[config.mk]
export PLATFORM = sky130hd
export DESIGN_NAME = atom_npu_sequencer
export DESIGN_NICKNAME = d
export VERILOG_FILES = /design/src/rtl/atom_npu_sequencer.sv
export SDC_FILE = /design/constraint.sdc
export NUM_CORES = 1
export LEC_CHECK = 0
export ABC_CLOCK_PERIOD_IN_PS = 3700
export CAP_MARGIN = 20
export CORE_ASPECT_RATIO = 1.4
export CORE_MARGIN = 2
export CORE_UTILIZATION = 45
export CTS_BUF_LIST = sky130_fd_sc_hd__clkbuf_8
export CTS_CLUSTER_DIAMETER = 50
export DETAILED_ROUTE_END_ITERATION = 8
export PLACE_DENSITY = 0.67
export SLEW_MARGIN = 25
export SYNTH_ARGS = -nofsm -noshare
export SYNTH_HDL_FRONTEND = slang
export SYNTH_SLANG_ARGS = --single-unit
[constraint.sdc]
create_clock -name clk -period 3.7 [get_ports clk]
set_input_delay 0.74 -clock clk [delete_from_list [all_inputs] [get_ports clk]]
set_output_delay 0.74 -clock clk [all_outputs]
set_load 0.01 [all_outputs]
[src/rtl/atom_npu_sequencer.sv]
`timescale 1ns/1ps
// -----------------------------------------------------------------------------
// atom_npu_sequencer
//
// Host-side initiator for the atom NPU core's start/done handshake.
//
// The block buffers up to DEPTH (input, weight) nibble pairs from the host
// load port. On go it issues one core job per buffered pair, holding the
// operands stable for the whole job. It captures each 4-bit product on core
// done and accumulates the products into a saturating dot-product sum. The
// sum is then presented on a valid/ready result port.
//
// Ports
//   clk, rst        : clock, synchronous active-high reset
//   load_valid/ready: host operand-pair load handshake
//   load_input/weight: operand pair written into the buffer
//   go              : start a run over every buffered pair (honoured in LOAD only)
//   busy            : high while a run is in progress or its result is pending
//   core_start      : one-cycle start pulse to the core
//   core_input/weight: registered operands, held stable through each job
//   core_output     : core product (4-bit, already saturated by the core)
//   core_done       : core done level
//   res_valid/ready : result handshake
//   res_sum         : saturating sum of products of the last run
//   res_count       : number of jobs completed in the last run
//   timeout_err     : last run aborted by timeout; sticky until next accepted go
// -----------------------------------------------------------------------------
module atom_npu_sequencer #(
    parameter int DEPTH   = 4,
    parameter int SUM_W   = 6,
    parameter int TIMEOUT = 16
) (
    input  logic                   clk,
    input  logic                   rst,
    input  logic                   load_valid,
    output logic                   load_ready,
    input  logic [3:0]             load_input,
    input  logic [3:0]             load_weight,
    input  logic                   go,
    output logic                   busy,
    output logic                   core_start,
    output logic [3:0]             core_input,
    output logic [3:0]             core_weight,
    input  logic [3:0]             core_output,
    input  logic                   core_done,
    output logic                   res_valid,
    input  logic                   res_ready,
    output logic [SUM_W-1:0]       res_sum,
    output logic [$clog2(DEPTH):0] res_count,
    output logic                   timeout_err
);

    localparam int AW = $clog2(DEPTH);
    localparam int CW = AW + 1;
    localparam int TW = (TIMEOUT > 1) ? $clog2(TIMEOUT) : 1;

    localparam logic [CW-1:0]    DEPTH_C    = CW'(DEPTH);
    localparam logic [TW-1:0]    TIMER_LAST = TW'(TIMEOUT - 1);
    localparam logic [SUM_W-1:0] SUM_MAX    = {SUM_W{1'b1}};

    typedef enum logic [1:0] {
        ST_LOAD   = 2'd0,
        ST_ISSUE  = 2'd1,
        ST_WAIT   = 2'd2,
        ST_RESULT = 2'd3
    } state_t;

    state_t            state_reg, state_next;
    logic [CW-1:0]     count_reg, count_next;
    logic [CW-1:0]     idx_reg, idx_next;
    logic [TW-1:0]     timer_reg, timer_next;
    logic [SUM_W-1:0]  sum_reg, sum_next;
    logic [CW-1:0]     jobs_reg, jobs_next;
    logic              terr_reg, terr_next;
    logic [3:0]        op_in_reg, op_in_next;
    logic [3:0]        op_wt_reg, op_wt_next;

    // Operand-pair buffer; contents survive runs, only the count is cleared.
    logic [3:0]        in_mem [DEPTH];
    logic [3:0]        wt_mem [DEPTH];

    logic              load_fire;
    logic              go_fire;
    logic              done_fire;
    logic              time_fire;
    logic              last_job;
    logic [CW-1:0]     count_after;
    logic [AW-1:0]     wr_addr;
    logic [AW-1:0]     rd_addr;
    logic [SUM_W:0]    sum_wide;

    assign wr_addr = count_reg[AW-1:0];

    always_comb begin
        load_fire   = (state_reg == ST_LOAD) && load_valid && (count_reg < DEPTH_C);
        count_after = count_reg + CW'(load_fire);
        // A pair loaded in the go cycle is part of the run.
        go_fire     = (state_reg == ST_LOAD) && go && (count_after != '0);
        // The first WAIT cycle may still see the previous job's done level.
        done_fire   = (state_reg == ST_WAIT) && (timer_reg != '0) && core_done;
        time_fire   = (state_reg == ST_WAIT) && !done_fire && (timer_reg == TIMER_LAST);
        last_job    = (idx_reg == (count_reg - CW'(1)));
        sum_wide    = {1'b0, sum_reg} + {{(SUM_W - 3){1'b0}}, core_output};

        state_next  = state_reg;
        count_next  = count_reg;
        idx_next    = idx_reg;
        timer_next  = timer_reg;
        sum_next    = sum_reg;
        jobs_next   = jobs_reg;
        terr_next   = terr_reg;
        op_in_next  = op_in_reg;
        op_wt_next  = op_wt_reg;

        case (state_reg)
            ST_LOAD: begin
                count_next = count_after;
                if (go_fire) begin
                    state_next = ST_ISSUE;
                    idx_next   = '0;
                    sum_next   = '0;
                    jobs_next  = '0;
                    terr_next  = 1'b0;
                end
            end
            ST_ISSUE: begin
                state_next = ST_WAIT;
                timer_next = '0;
            end
            ST_WAIT: begin
                timer_next = timer_reg + TW'(1);
                if (done_fire) begin
                    sum_next   = sum_wide[SUM_W] ? SUM_MAX : sum_wide[SUM_W-1:0];
                    jobs_next  = jobs_reg + CW'(1);
                    idx_next   = idx_reg + CW'(1);
                    state_next = last_job ? ST_RESULT : ST_ISSUE;
                end else if (time_fire) begin
                    state_next = ST_RESULT;
                    terr_next  = 1'b1;
                end
            end
            ST_RESULT: begin
                if (res_ready) begin
                    state_next = ST_LOAD;
                    count_next = '0;
                end
            end
            default: begin
                state_next = ST_LOAD;
            end
        endcase

        // Operands are fetched into their output registers on the way into
        // ISSUE, so they are already valid during the start pulse and stay
        // put until the next job. Entry 0 written in the go cycle is not yet
        // in the buffer, so it is taken straight from the load port.
        rd_addr = idx_next[AW-1:0];
        if (state_next == ST_ISSUE) begin
            if (load_fire && (count_reg == '0)) begin
                op_in_next = load_input;
                op_wt_next = load_weight;
            end else begin
                op_in_next = in_mem[rd_addr];
                op_wt_next = wt_mem[rd_addr];
            end
        end
    end

    always_ff @(posedge clk) begin
        if (rst) begin
            state_reg <= ST_LOAD;
            count_reg <= '0;
            idx_reg   <= '0;
            timer_reg <= '0;
            sum_reg   <= '0;
            jobs_reg  <= '0;
            terr_reg  <= 1'b0;
            op_in_reg <= '0;
            op_wt_reg <= '0;
        end else begin
            state_reg <= state_next;
            count_reg <= count_next;
            idx_reg   <= idx_next;
            timer_reg <= timer_next;
            sum_reg   <= sum_next;
            jobs_reg  <= jobs_next;
            terr_reg  <= terr_next;
            op_in_reg <= op_in_next;
            op_wt_reg <= op_wt_next;
        end
    end

    // Buffer write port; no reset so the arrays can map onto RAM.
    always_ff @(posedge clk) begin
        if (load_fire) begin
            in_mem[wr_addr] <= load_input;
            wt_mem[wr_addr] <= load_weight;
        end
    end

    assign load_ready  = (state_reg == ST_LOAD) && (count_reg < DEPTH_C);
    assign busy        = (state_reg != ST_LOAD);
    assign core_start  = (state_reg == ST_ISSUE);
    assign core_input  = op_in_reg;
    assign core_weight = op_wt_reg;
    assign res_valid   = (state_reg == ST_RESULT);
    assign res_sum     = sum_reg;
    assign res_count   = jobs_reg;
    assign timeout_err = terr_reg;

endmodule

; ---- Word-level counts from Yosys, hierarchy flattened
; Memories as Yosys holds them, arrays and structs flattened. A register that Yosys moved wholly into a read port is not among the register bits.
; Index checks and enable logic that the tools add are counted.
; W data, S select, Z words.
[totals]
register_bits = 22
ramBits = 32
output_inout_bits = 22
word_cells = 73
mem_count = 2
[memory_table]
columns = name, depth, width, rd, rd_clocked_by_memory_dff, wr, line
row1 = in_mem, 4, 4, 1, 1, 1, 79  ; logic [3:0] in_mem [DEPTH];
row2 = wt_mem, 4, 4, 1, 1, 1, 80  ; logic [3:0] wt_mem [DEPTH];
[classes]
addsub = 6
order_cmp = 1
n_eq_ne = 11
muxes = 25
n_reduce_logical = 20
[ops]
columns = op, n
row1 = $mux W6, 3
row2 = $pmux W3 S2, 3
row3 = $mux W3, 5
row4 = $pmux W6 S2, 1
row5 = $mux W2, 5
row6 = $logic_and A1 B1 Y1, 9
row7 = $ne A2 B2 Y1 const B, 4
row8 = $pmux W2 S4, 1
row9 = $pmux W4 S2, 1
row10 = $reduce_bool A2 Y1, 4
row11 = $add A6 B4 Y7, 1
row12 = $add A3 B1 Y3 const B, 2
row13 = $mux W1, 5
row14 = $add A4 B1 Y4 const B, 1
row15 = $eq A2 B1 Y1 const B, 2
row16 = $eq A2 B2 Y1 const B, 2
row17 = $eq A4 B4 Y1 const B, 1
row18 = $reduce_and A4 Y1, 1
row19 = $reduce_bool A4 Y1, 1
row20 = $add A3 B1 Y3, 1
row21 = $eq A3 B3 Y1, 1
row22 = $lt A3 B3 Y1 const B, 1
row23 = $reduce_and A3 Y1, 1
row24 = $reduce_bool A3 Y1, 1
row25 = 6 further kinds, 6

; ---- Depth between registers and ports, before layout
[depth]
ltp_word = 10
depth_mapped = 16

; ---- Worst setup path after synthesis
; No wires, ideal clock.
[synth_timing]
kind = register -> register
start = register state_reg[0]
end = register op_in_reg[0] (netlist: core_input[0]) (read register of in_mem)
setup_ns = 0.122
arrival_ns = 3.032
t_required_ns = 3.578
path_slack_ns = 0.545
path_stages_with_launch = 16
period_less_slack_ns = 3.155
cell_sequence = dfxtp_1 > inv_1 > ha_1 > inv_1 > nor2_1 > and2_1 > ha_1 > ha_1 > o211a_1 > a211oi_2 > a211oi_1 > buf_4 > xnor2_2 > nand3_4 > mux2i_1 > o21ai_1
[synth_via]
elab_chain_len = 10
word_cells_on_any_way = 24
classes_between = 1 x add/sub / 4 x eq/ne / 8 x mux / 11 x reduce/logical
[synth_lines]
columns = element, line
row1 = "start, declared", 68  ; state_t state_reg, state_next;
row2 = "start signal, assigned", 181  ; state_reg <= state_next;
row3 = "parallel branches: the longest is 10 deep, another holds $add A3 B1 Y3", n/a
row4 = "end, declared", 75  ; logic [3:0] op_in_reg, op_in_next;
; Several ways; the timed one is not identified. The select of a mux whose other input is x is not followed.
; A chain may end at the register's enable or synchronous reset.

; ---- Final worst setup path
[layout_timing]
start = register state_reg[0]
end = register op_wt_reg[0] (netlist: core_weight[0]) (read register of wt_mem)
[layout_via]
elab_chain_len = 10
word_cells_on_any_way = 24
classes_between = 1 x add/sub / 4 x eq/ne / 8 x mux / 11 x reduce/logical
[layout_lines]
columns = element, line
row1 = "parallel branches: the longest is 10 deep, another holds $add A3 B1 Y3", n/a
row2 = "end, declared", 76  ; logic [3:0] op_wt_reg, op_wt_next;
; Several ways; the timed one is not identified. The select of a mux whose other input is x is not followed.

==> metrics.cfg <==
[finish]
antenna-diode-count = 0
post_layout_nets = 374
final_layout_size_suffix_gt1_share_pct = 9.41
final.fill_count = 658
syn_to_final_growth_pct = 23.4
layoutNonFillerInstCount = 435

[logic_synthesis]
synth.distinct_cells = 46
post_synth_most_frequent_cells = sky130_fd_sc_hd__edfxtp_1, sky130_fd_sc_hd__mux2i_1, sky130_fd_sc_hd__dfxtp_1
ys_async_sr_fraction_pct = 0
gate_count_post_synth = 284
dominantRegCellSynth = sky130_fd_sc_hd__edfxtp_1
synth.net_count = 323
synth.cell_area_um2 = 3130
synth-seq-area-share_pct = 49.9
synth_area_leader_cell = sky130_fd_sc_hd__edfxtp_1
synth_enable_flop_cells = 32
top_area_cells_in_the_synthesized_netlist = sky130_fd_sc_hd__edfxtp_1, sky130_fd_sc_hd__dfxtp_1, sky130_fd_sc_hd__mux2i_1, sky130_fd_sc_hd__ha_1, sky130_fd_sc_hd__a21oi_1
synth_top_area_share_pct = 30.7
syn-mean-instance-area_um2 = 11.0
yosys_register_bits = 62
synth.yosys.warnings = 0

[global_route]
grt_start_max_net_pins = 24
grt_pass1_vias = 2110
initial_antenna_violation_count = 0
global_route_wire_length_before_repair_mm = 9.92
grtUsageTotal_pct = 17.4
grt-ovfl-total = 0

[cts]
hold_buffers = 0
numCtsBuffers = 9
clk-insertion-delay-late_ns = 0.34
postCtsSetupRepairBufs = 0
cts_root_buffer = sky130_fd_sc_hd__clkbuf_8
clk_path_buf_depth = 2
cts.reportedPaths.clkPinSlew_ns = 0.08
cts_tree = yes
htreeDepth = 3
post_cts_resized = 0
cts.sink_count = 62

[power]
power_mw = 2.34
power_leakage_nw = 1.64
peak_supply_drop_v = 0.000250
cellPowerDensity_nw_per_um2 = 605

[timing]
finalCriticalPeriod_ns = 3.23
final.period_utilization_pct = 87.3
worstMarginPinSlew_ns = 0.473
setup_viol = 0
timing.final.max_slew_violations = 0
finClkSkew_ns = 0.00791
number_of_failing_hold_endpoints_at_the_final_stage = 0
worst_slew_margin_rel_pct = 68.5
fin_setup_tns_ns = 0
hold_ws_ns = 0.447
grt_setup_unrepaired = no
highest_clock_rate_mhz = 310

[routing]
drt_pass1_iterations = 4
routedWlPerCell_um = 13.9
vias = 2233
vias_per_cell = 5.13
drt_wl_total_mm = 6.06
detail_route.iter0.violations = 112
drc = 0
route.antenna.remaining_nets = 0

[setup_path]
worst_endpoint_data_arrival_time_ns = 3.45
timing.setup.critical_path_class = reg -> reg
data_required_time_of_the_critical_path_ns = 3.92
endpoint_kind = flip-flop
standard_cell_with_the_maximum_stage_delay_on_the_critical_path = sky130_fd_sc_hd__a221oi_4
critPathLaunchType = flip-flop
slowest_delay_ns = 0.38
maximum_fanout_along_the_worst_path = 10
crit_path_cell_trace = inv_1, ha_1, inv_1, nor2_1, and2_1, ha_1, ha_1, xor2_1, a211oi_2, a221oi_4, buf_4, mux2i_1, mux2i_1, mux2i_1, o21ai_1

[outcome]
run_status = complete, no violations

[placement]
place.detailed.instances = 419
place_hpwl_mm = 4.40
placement.io_buffers = 39
globalplace.congestion = 0.766

[floorplanning]
io_pins = 40
start_util_pct = 45.7
core_area_um2 = 6850
placement_row_count = 36
fp.dieH_um = 103
die_area_um2 = 7640
floorplan.die.width_um = 74.5

[min_path]
hold_class = reg -> reg

[flow_run]
maxCapViolations = 0

-- placed cells by master, fill, tap and decap left out, types with 5 or more instances in the layout --
master                             n
sky130_fd_sc_hd__clkdlybuf4s50_1  39
sky130_fd_sc_hd__o21ai_0           6
sky130_fd_sc_hd__o21ai_1           8
sky130_fd_sc_hd__clkbuf_8          9
sky130_fd_sc_hd__nor3_1            7
sky130_fd_sc_hd__buf_4             9
sky130_fd_sc_hd__nand2_1          16
sky130_fd_sc_hd__a21oi_1          24
sky130_fd_sc_hd__nor2b_1           5
sky130_fd_sc_hd__mux2i_1          32
sky130_fd_sc_hd__nor2_1           23
sky130_fd_sc_hd__inv_1            16
sky130_fd_sc_hd__dfxtp_1          30
sky130_fd_sc_hd__edfxtp_1         32
sky130_fd_sc_hd__ha_1             20
sky130_fd_sc_hd__nand2b_1          5
-- layout make-up --
cell class | instances | area, µm² | area share, %
flip-flops and latches | 62 | 1560 | 40.4
clock buffers | 9 | 124 | 3.21
inverters | 16 | 60.1 | 1.56
repair buffers | 48 | 458 | 11.9
clock inverters | 7 | 73.8 | 1.91
well taps | 95 | 119 | 3.08
multi-input cells | 198 | 1470 | 37.9
-- power by group --
| part | switching, mW | internal (mW) |
|---|---|---|
| logic | 0.455 | 0.385 |
| clock network | 0.286 | 0.313 |
| registers | 0.0514 | 0.846 |
-- routing by layer --
layer | GRT usage (%) | vias to the layer above | part of all wire [%]
li1 | - | 1131 | -
met1 | 18.4 | 1045 | 41
met2 | 31.4 | 45 | 53
met3 | 4.99 | 12 | 3.9
met4 | 7.97 | 0 | 2.1
met5 | 0 | - | 0
-- path summary, 6_finish.rpt --
path | from | endpoint | slack [ns] | cells past startpoint
worst max-delay path | state_reg[0] | core_weight[0] | 0.47 | 15
worst min-delay path | core_weight[3] | core_weight[3] | 0.45 | 2
worst max register to register | state_reg[0] | core_weight[0] | 0.47 | 15
worst min register to register | core_weight[3] | core_weight[3] | 0.45 | 2
-- cells by family (layout without fill, tap and decap cells) --
kind of cell               after synthesis  in the layout  share of synthesized area (%)
AOI/OAI and AO/OA                       60             60                           12.0
muxes                                   33             33                           10.6
adders and majority gates               21             21                           8.64
DFF                                     62             62                           49.9
buffers and inverters                   24             80                           3.76
xor gates and xnor gates                 8              8                           2.72
and+or+nand+nor                         76             76                           12.4
-- stage by stage --
stage / setup slack [ns] / area [µm²] / util, %
2_1_floorplan: 0.545 / 3130 / -
3_3_place_gp: 0.238 / 3660 / 53.5
3_5_place_dp: 0.175 / 3660 / 53.5
4_1_cts: 0.413 / 3860 / 56.4
5_1_grt: 0.118 / 3860 / 56.4
6_report: 0.471 / 3860 / 56.4
-- worst max-delay path, delay by kind of cell (launching register included) --
| family | cells | cell delay (ns) |
|---|---|---|
| adders and majority gates | 3 | 0.67 |
| AOI/OAI and AO/OA | 3 | 0.59 |
| buffers and inverters | 3 | 0.52 |
| muxes | 3 | 0.46 |
| DFF | 1 | 0.33 |
| and+or+nand+nor | 2 | 0.29 |
| xor gates and xnor gates | 1 | 0.24 |
Power figures use the tool's default switching activity.
